<file path="config.mk">
export PLATFORM = sky130hd
export DESIGN_NAME = uart_fifo_ctrl
export DESIGN_NICKNAME = d
export VERILOG_FILES = /design/src/rtl/uart_pkg.sv /design/src/rtl/uart_rr_arbiter2.sv /design/src/rtl/uart_fifo_ctrl.sv
export SDC_FILE = /design/constraint.sdc
export NUM_CORES = 1
export LEC_CHECK = 0
export ABC_AREA = 1
export CORE_ASPECT_RATIO = 0.75
export CORE_MARGIN = 10
export CORE_UTILIZATION = 40
export DETAILED_ROUTE_END_ITERATION = 12
export GPL_TIMING_DRIVEN = 0
export PLACE_DENSITY_LB_ADDON = 0.1
export SYNTH_ARGS = -nofsm -noshare
export SYNTH_HDL_FRONTEND = slang
export SYNTH_SLANG_ARGS = --single-unit
</file>
<file path="constraint.sdc">
create_clock -name clk -period 2.45 [get_ports clk]
set_clock_uncertainty 0.1 [all_clocks]
set_input_delay 0.245 -clock clk [delete_from_list [all_inputs] [get_ports clk]]
set_output_delay 0.245 -clock clk [all_outputs]
set_load 0.03 [all_outputs]
</file>
<file path="src/rtl/uart_pkg.sv">
// Shared types and constants for the UART TX FIFO controller.
package uart_pkg;

    localparam int unsigned DATA_W            = 8;
    localparam int unsigned WAIT_BUSY_TIMEOUT = 4;
    localparam int unsigned WAIT_CNT_W        = $clog2(WAIT_BUSY_TIMEOUT);

    typedef enum logic [1:0] {
        IDLE,
        LOAD,
        WAIT_BUSY,
        WAIT_DONE
    } drain_state_e;

    // One byte offered to (or pushed into) the TX FIFO write port.
    typedef struct packed {
        logic              valid;
        logic [DATA_W-1:0] data;
    } wr_req_t;

endpackage

</file>
<file path="src/rtl/uart_rr_arbiter2.sv">
// Two-port round-robin arbiter for the TX FIFO write port; grant is combinational,
// the priority pointer is registered.
module uart_rr_arbiter2
    import uart_pkg::*;
(
    input  logic    clk,
    input  logic    reset,
    input  logic    enable,
    input  wr_req_t req0,
    input  wr_req_t req1,
    input  logic    fifo_full,
    output logic    grant0_c,
    output logic    grant1_c,
    output wr_req_t push_c
);

    // 0: port 0 wins a tie, 1: port 1 wins a tie
    logic prio1;

    always_comb begin
        grant0_c = 1'b0;
        grant1_c = 1'b0;
        push_c   = '0;
        if (enable && !fifo_full) begin
            if (req0.valid && (!req1.valid || !prio1)) begin
                grant0_c = 1'b1;
            end else if (req1.valid) begin
                grant1_c = 1'b1;
            end
        end
        push_c.valid = grant0_c | grant1_c;
        if (grant0_c) begin
            push_c.data = req0.data;
        end else if (grant1_c) begin
            push_c.data = req1.data;
        end
    end

    // The last winner drops to lowest priority.
    always_ff @(posedge clk) begin
        if (reset) begin
            prio1 <= 1'b0;
        end else if (grant0_c) begin
            prio1 <= 1'b1;
        end else if (grant1_c) begin
            prio1 <= 1'b0;
        end
    end

endmodule

</file>
<file path="src/rtl/uart_fifo_ctrl.sv">
// UART TX FIFO controller: arbitrates two byte sources into the FIFO and drains
// the FIFO into the serializer, counting transmitted bytes.
module uart_fifo_ctrl
    import uart_pkg::*;
#(
    parameter int unsigned CNT_W = 16
) (
    input  logic              clk,
    input  logic              reset,
    input  logic              req0_valid,
    input  logic [DATA_W-1:0] req0_data,
    output logic              req0_ack,
    input  logic              req1_valid,
    input  logic [DATA_W-1:0] req1_data,
    output logic              req1_ack,
    output logic              fifo_write_en,
    output logic [DATA_W-1:0] fifo_write_data,
    input  logic              fifo_full,
    output logic              fifo_read_en,
    input  logic [DATA_W-1:0] fifo_read_data,
    input  logic              fifo_empty,
    input  logic              drain_en,
    output logic              tx_start,
    output logic [DATA_W-1:0] tx_data,
    input  logic              tx_busy,
    output logic [CNT_W-1:0]  tx_count,
    output logic              drain_busy
);

    localparam logic [CNT_W-1:0]      CNT_MAX      = '1;
    localparam logic [WAIT_CNT_W-1:0] WAIT_CNT_END = WAIT_CNT_W'(WAIT_BUSY_TIMEOUT - 1);

    wr_req_t req0_s;
    wr_req_t req1_s;
    wr_req_t push_c;

    assign req0_s = {req0_valid, req0_data};
    assign req1_s = {req1_valid, req1_data};

    uart_rr_arbiter2 u_arb (
        .clk       (clk),
        .reset     (reset),
        .enable    (!reset),
        .req0      (req0_s),
        .req1      (req1_s),
        .fifo_full (fifo_full),
        .grant0_c  (req0_ack),
        .grant1_c  (req1_ack),
        .push_c    (push_c)
    );

    assign fifo_write_en   = push_c.valid;
    assign fifo_write_data = push_c.data;

    drain_state_e          state;
    logic [WAIT_CNT_W-1:0] wait_cnt;

    // Drain sequencer: one pop per serializer frame, restarting from IDLE each byte.
    always_ff @(posedge clk) begin
        if (reset) begin
            state        <= IDLE;
            wait_cnt     <= '0;
            fifo_read_en <= 1'b0;
            tx_start     <= 1'b0;
            tx_data      <= '0;
            tx_count     <= '0;
            drain_busy   <= 1'b0;
        end else begin
            fifo_read_en <= 1'b0;
            tx_start     <= 1'b0;
            case (state)
                IDLE: begin
                    if (drain_en && !fifo_empty && !tx_busy) begin
                        state        <= LOAD;
                        fifo_read_en <= 1'b1;
                        drain_busy   <= 1'b1;
                    end
                end
                LOAD: begin
                    tx_data  <= fifo_read_data;
                    tx_start <= 1'b1;
                    wait_cnt <= '0;
                    state    <= WAIT_BUSY;
                    if (tx_count != CNT_MAX) begin
                        tx_count <= tx_count + CNT_W'(1);
                    end
                end
                WAIT_BUSY: begin
                    // A serializer that never goes busy lost the byte; give up and move on.
                    if (tx_busy) begin
                        state <= WAIT_DONE;
                    end else if (wait_cnt == WAIT_CNT_END) begin
                        state      <= IDLE;
                        drain_busy <= 1'b0;
                    end else begin
                        wait_cnt <= wait_cnt + WAIT_CNT_W'(1);
                    end
                end
                WAIT_DONE: begin
                    if (!tx_busy) begin
                        state      <= IDLE;
                        drain_busy <= 1'b0;
                    end
                end
                default: begin
                    state      <= IDLE;
                    drain_busy <= 1'b0;
                end
            endcase
        end
    end

endmodule

</file>
==> flow_summary.json, run 1 <==
{
  "finalWirelength_mm": 5.22,
  "postSynthCellCount": 255,
  "start_util_pct": 42.2,
  "clkPwrFrac_pct": 21.1,
  "reg2reg_to": "tx_count[15]",
  "grt_pass1_vias": 1710,
  "worst_pin_slew_ns": 0.514,
  "critPathLaunchType": "input port",
  "hold_slack_ns": 0.361,
  "cts-buffers-inserted": 5,
  "cts_setup_buffers": 0,
  "routed-via-count": 1850,
  "nets": 370,
  "finalCritPeriodShare_pct": 95.7,
  "die_area_mm2": 0.00743,
  "antenna_found_initial": 0,
  "grt_use_total_pct": 13.9,
  "clock_latency_ns": 0.28,
  "grt_max_degree": 11,
  "r2r_setup_slack_ns": 0.63,
  "fp.dieH_um": 77.2,
  "hpwl_mm": 4.09,
  "slew_headroom_pct": 65.7,
  "gp_congestion": 0.790,
  "clockBufferDepth": 2,
  "drive_gt1_share_pct": 8.43,
  "drc": 0,
  "cts_tree": "yes",
  "worst-endpoint-required_ns": 2.11,
  "drv_slew": 0,
  "period_needed_ns": 2.35,
  "hold_viol_final": 0,
  "combinationalPowerShare_pct": 43.3,
  "p_int_w": 0.00119,
  "cts_root_buffer": "clkbuf_8",
  "synth_edf_count": 0,
  "place.port_buffers": 69,
  "via_per_inst": 4.78,
  "cts_hold_buf": 0,
  "crit_end": "req0_ack",
  "path_cells": "clkdlybuf4s50_1, a21boi_1, nand2_1, clkinv_1, clkdlybuf4s50_1",
  "critPathMaxFanout": 9,
  "clock-sinks": 32,
  "path_common_cell": "clkdlybuf4s50_1",
  "synthTopCellsByArea": "dfxtp_1 (37%), nand2_1 (11%), nor2_1 (11%)",
  "p_sw_share_pct": 39.4,
  "core-area_mm2": 0.00413,
  "synthFlopType": "dfxtp_1",
  "syn-mean-instance-area_um2": 6.84,
  "syn-num-nets": 294,
  "worstSetupPathType": "input port to output pin",
  "synth_top_area_share_pct": 36.7,
  "h-tree-depth": 2,
  "async_flop_share_pct": 0,
  "yosys-top-cells-count": "nand2_1 (53), nor2_1 (50), dfxtp_1 (32)",
  "die_w_um": 96.3,
  "power_frac_seq_pct": 35.5,
  "dr.pass1.iters": 4,
  "yosysUniqueCellTypes": 25,
  "seq_area_frac_synth_pct": 36.7,
  "grt_first_pass_wirelength_mm": 8.31,
  "status": "finished, final reports clean",
  "multi_input_area_um2": 958,
  "fp-row-count": 20,
  "grt_setup_unrepaired": "false",
  "setup_viol": 0,
  "synth.ff_latch_count": 32,
  "antennaDiodeCount": 0,
  "max_cap_violations": 0,
  "power.leakage_nw": 1.15,
  "clock.fmax_mhz": 426,
  "path_depth": 5,
  "synth.most_common_cell": "nand2_1",
  "synth_largest_area_cell": "dfxtp_1",
  "grt-ovfl-total": 0,
  "final.setup.tns_ns": 0,
  "startpoint": "req0_valid",
  "ir_drop_v": 0.000738,
  "total_power_w": 0.00196,
  "clkTransAtPathRegs_ns": 0.06,
  "wl_per_cell_um": 13.5,
  "first_iter_violations": 118,
  "path_delay_family": "buffers and inverters",
  "critPathMaxStageDelay_ns": 0.71,
  "ios": 70,
  "p_sw_w": 0.000772,
  "ant_nets": 0,
  "synth_warnings": 0,
  "area_growth_pct": 48.6,
  "cp_num_buf_inv": 3,
  "crit_arrival_ns": 2.00,
  "regArea_um2": 641,
  "critPathCaptureType": "output pin",
  "regToRegStartpoint": "state[1]",
  "hp-class": "flip-flop to flip-flop",
  "worst_r2r_path_depth": 9,
  "syn_area_mm2": 0.00174,
  "p_per_area_mw_per_mm2": 756,
  "fillerInstances": 401,
  "critical_path.slowest_cell": "clkdlybuf4s50_1"
}
-- state kept, by name, summed over array words and instances (netlist names) --
name	count
drain_busy	1
fifo_read_en	1
state	2
tx_count	16
tx_data	8
tx_start	1
u_arb.prio1	1
wait_cnt	2
-- layout by cell type (no fill, tap or decap), drive strengths merged --
master	count
a21boi	1
a21oi	16
a22o	8
buf	3
clkbuf	12
clkdlybuf4s50	60
clkinv	1
dfxtp	32
dlygate4sd2	8
dlymetal6s2s	1
ha	7
inv	27
nand2	55
nand3	22
nand4	1
nor2	56
nor3	4
o211ai	1
o21ai	15
or2	2
-- worst register-to-register path: stages, from the launching register on --
cell and delay, ns:
dfxtp_1 0.33, inv_1 0.13, ha_1 0.31, nand2_1 0.12, nor2_2 0.15, nand3_2 0.17
nor2_1 0.21, nand3_1 0.10, nand2_1 0.06, nor2_1 0.04
-- routing by layer --
metal	wire (µm)	share of wire (%)	vias up	global-route usage [%]
met4	40	0.77	0	3.97
met5	0	0	-	0
met2	2250	43	40	20.3
met3	503	9.6	5	7.20
li1	-	-	971	-
met1	2430	47	834	17.3
-- final cells by class --
type	count	share of cell area (%)
plain buffers	7	1.74
inverters	28	4.06
clock buffers	8	3.48
repair buffers	69	26.4
flip-flops and latches	32	24.7
well taps	55	2.66
multi-input cells	188	37.0
-- cells by family after synthesis --
group / synth area share [%]
AND/OR/NAND/NOR: 35.9
buffers and inverters: 8.61
adder cells (fa/ha/maj): 5.02
AO/OA/AOI/OAI: 13.8
flip-flops: 36.7
-- metrics by stage --
| stage | instances | setup WS, ns | area [µm²] | utilization, % |
|---|---|---|---|---|
| 3_3_place_gp | 379 | -0.147 | 2500 | 60.6 |
| 3_5_place_dp | 379 | -0.153 | 2500 | 60.6 |
| 4_1_cts | 387 | 0.0763 | 2590 | 62.7 |
| 6_report | 387 | 0.104 | 2590 | 62.8 |
| 2_1_floorplan | 255 | 0.743 | 1740 | - |
| 5_1_grt | 387 | 0.0135 | 2590 | 62.8 |
-- power groups by stage --
stage                     registers (W)  clock network, W  logic, W
final                          0.000697          0.000414  0.000849
after global routing           0.000712          0.000446  0.000940
after detailed placement       0.000706                 0  0.000854
after CTS                      0.000697          0.000421  0.000857
after floorplan                0.000865                 0  0.000350
after global placement         0.000703                 0  0.000845
-- worst min-delay path by stage --
stage | slack [ns] | start | end | cells after the start
6_report | 0.36 | wait_cnt[0] | wait_cnt[0] | 1
5_1_grt | 0.39 | wait_cnt[0] | wait_cnt[0] | 1
4_1_cts | 0.36 | wait_cnt[0] | wait_cnt[0] | 1
3_5_place_dp | 0.35 | wait_cnt[0] | wait_cnt[0] | 1
3_3_place_gp | 0.35 | wait_cnt[0] | wait_cnt[0] | 1
2_1_floorplan | 0.21 | reset | drain_busy | 1
-- repair_timing --
item,CTS,global route
pin swaps,0,0
gates resized for setup,10,1
setup endpoints to repair,9,1
No activity file was read; power rests on OpenSTA's default activity.
==> inputs of run 2 (changes only) <==
--- a/config.mk
+++ b/config.mk
@@ -6,6 +6,8 @@
 export NUM_CORES = 1
 export LEC_CHECK = 0
 export ABC_AREA = 1
+export ABC_CLOCK_PERIOD_IN_PS = 2450
+export CAP_MARGIN = 20
 export CORE_ASPECT_RATIO = 0.75
 export CORE_MARGIN = 10
 export CORE_UTILIZATION = 40
==> results of run 2 <==
No change in the layout: final DEF, timing and power equal those of run 1.
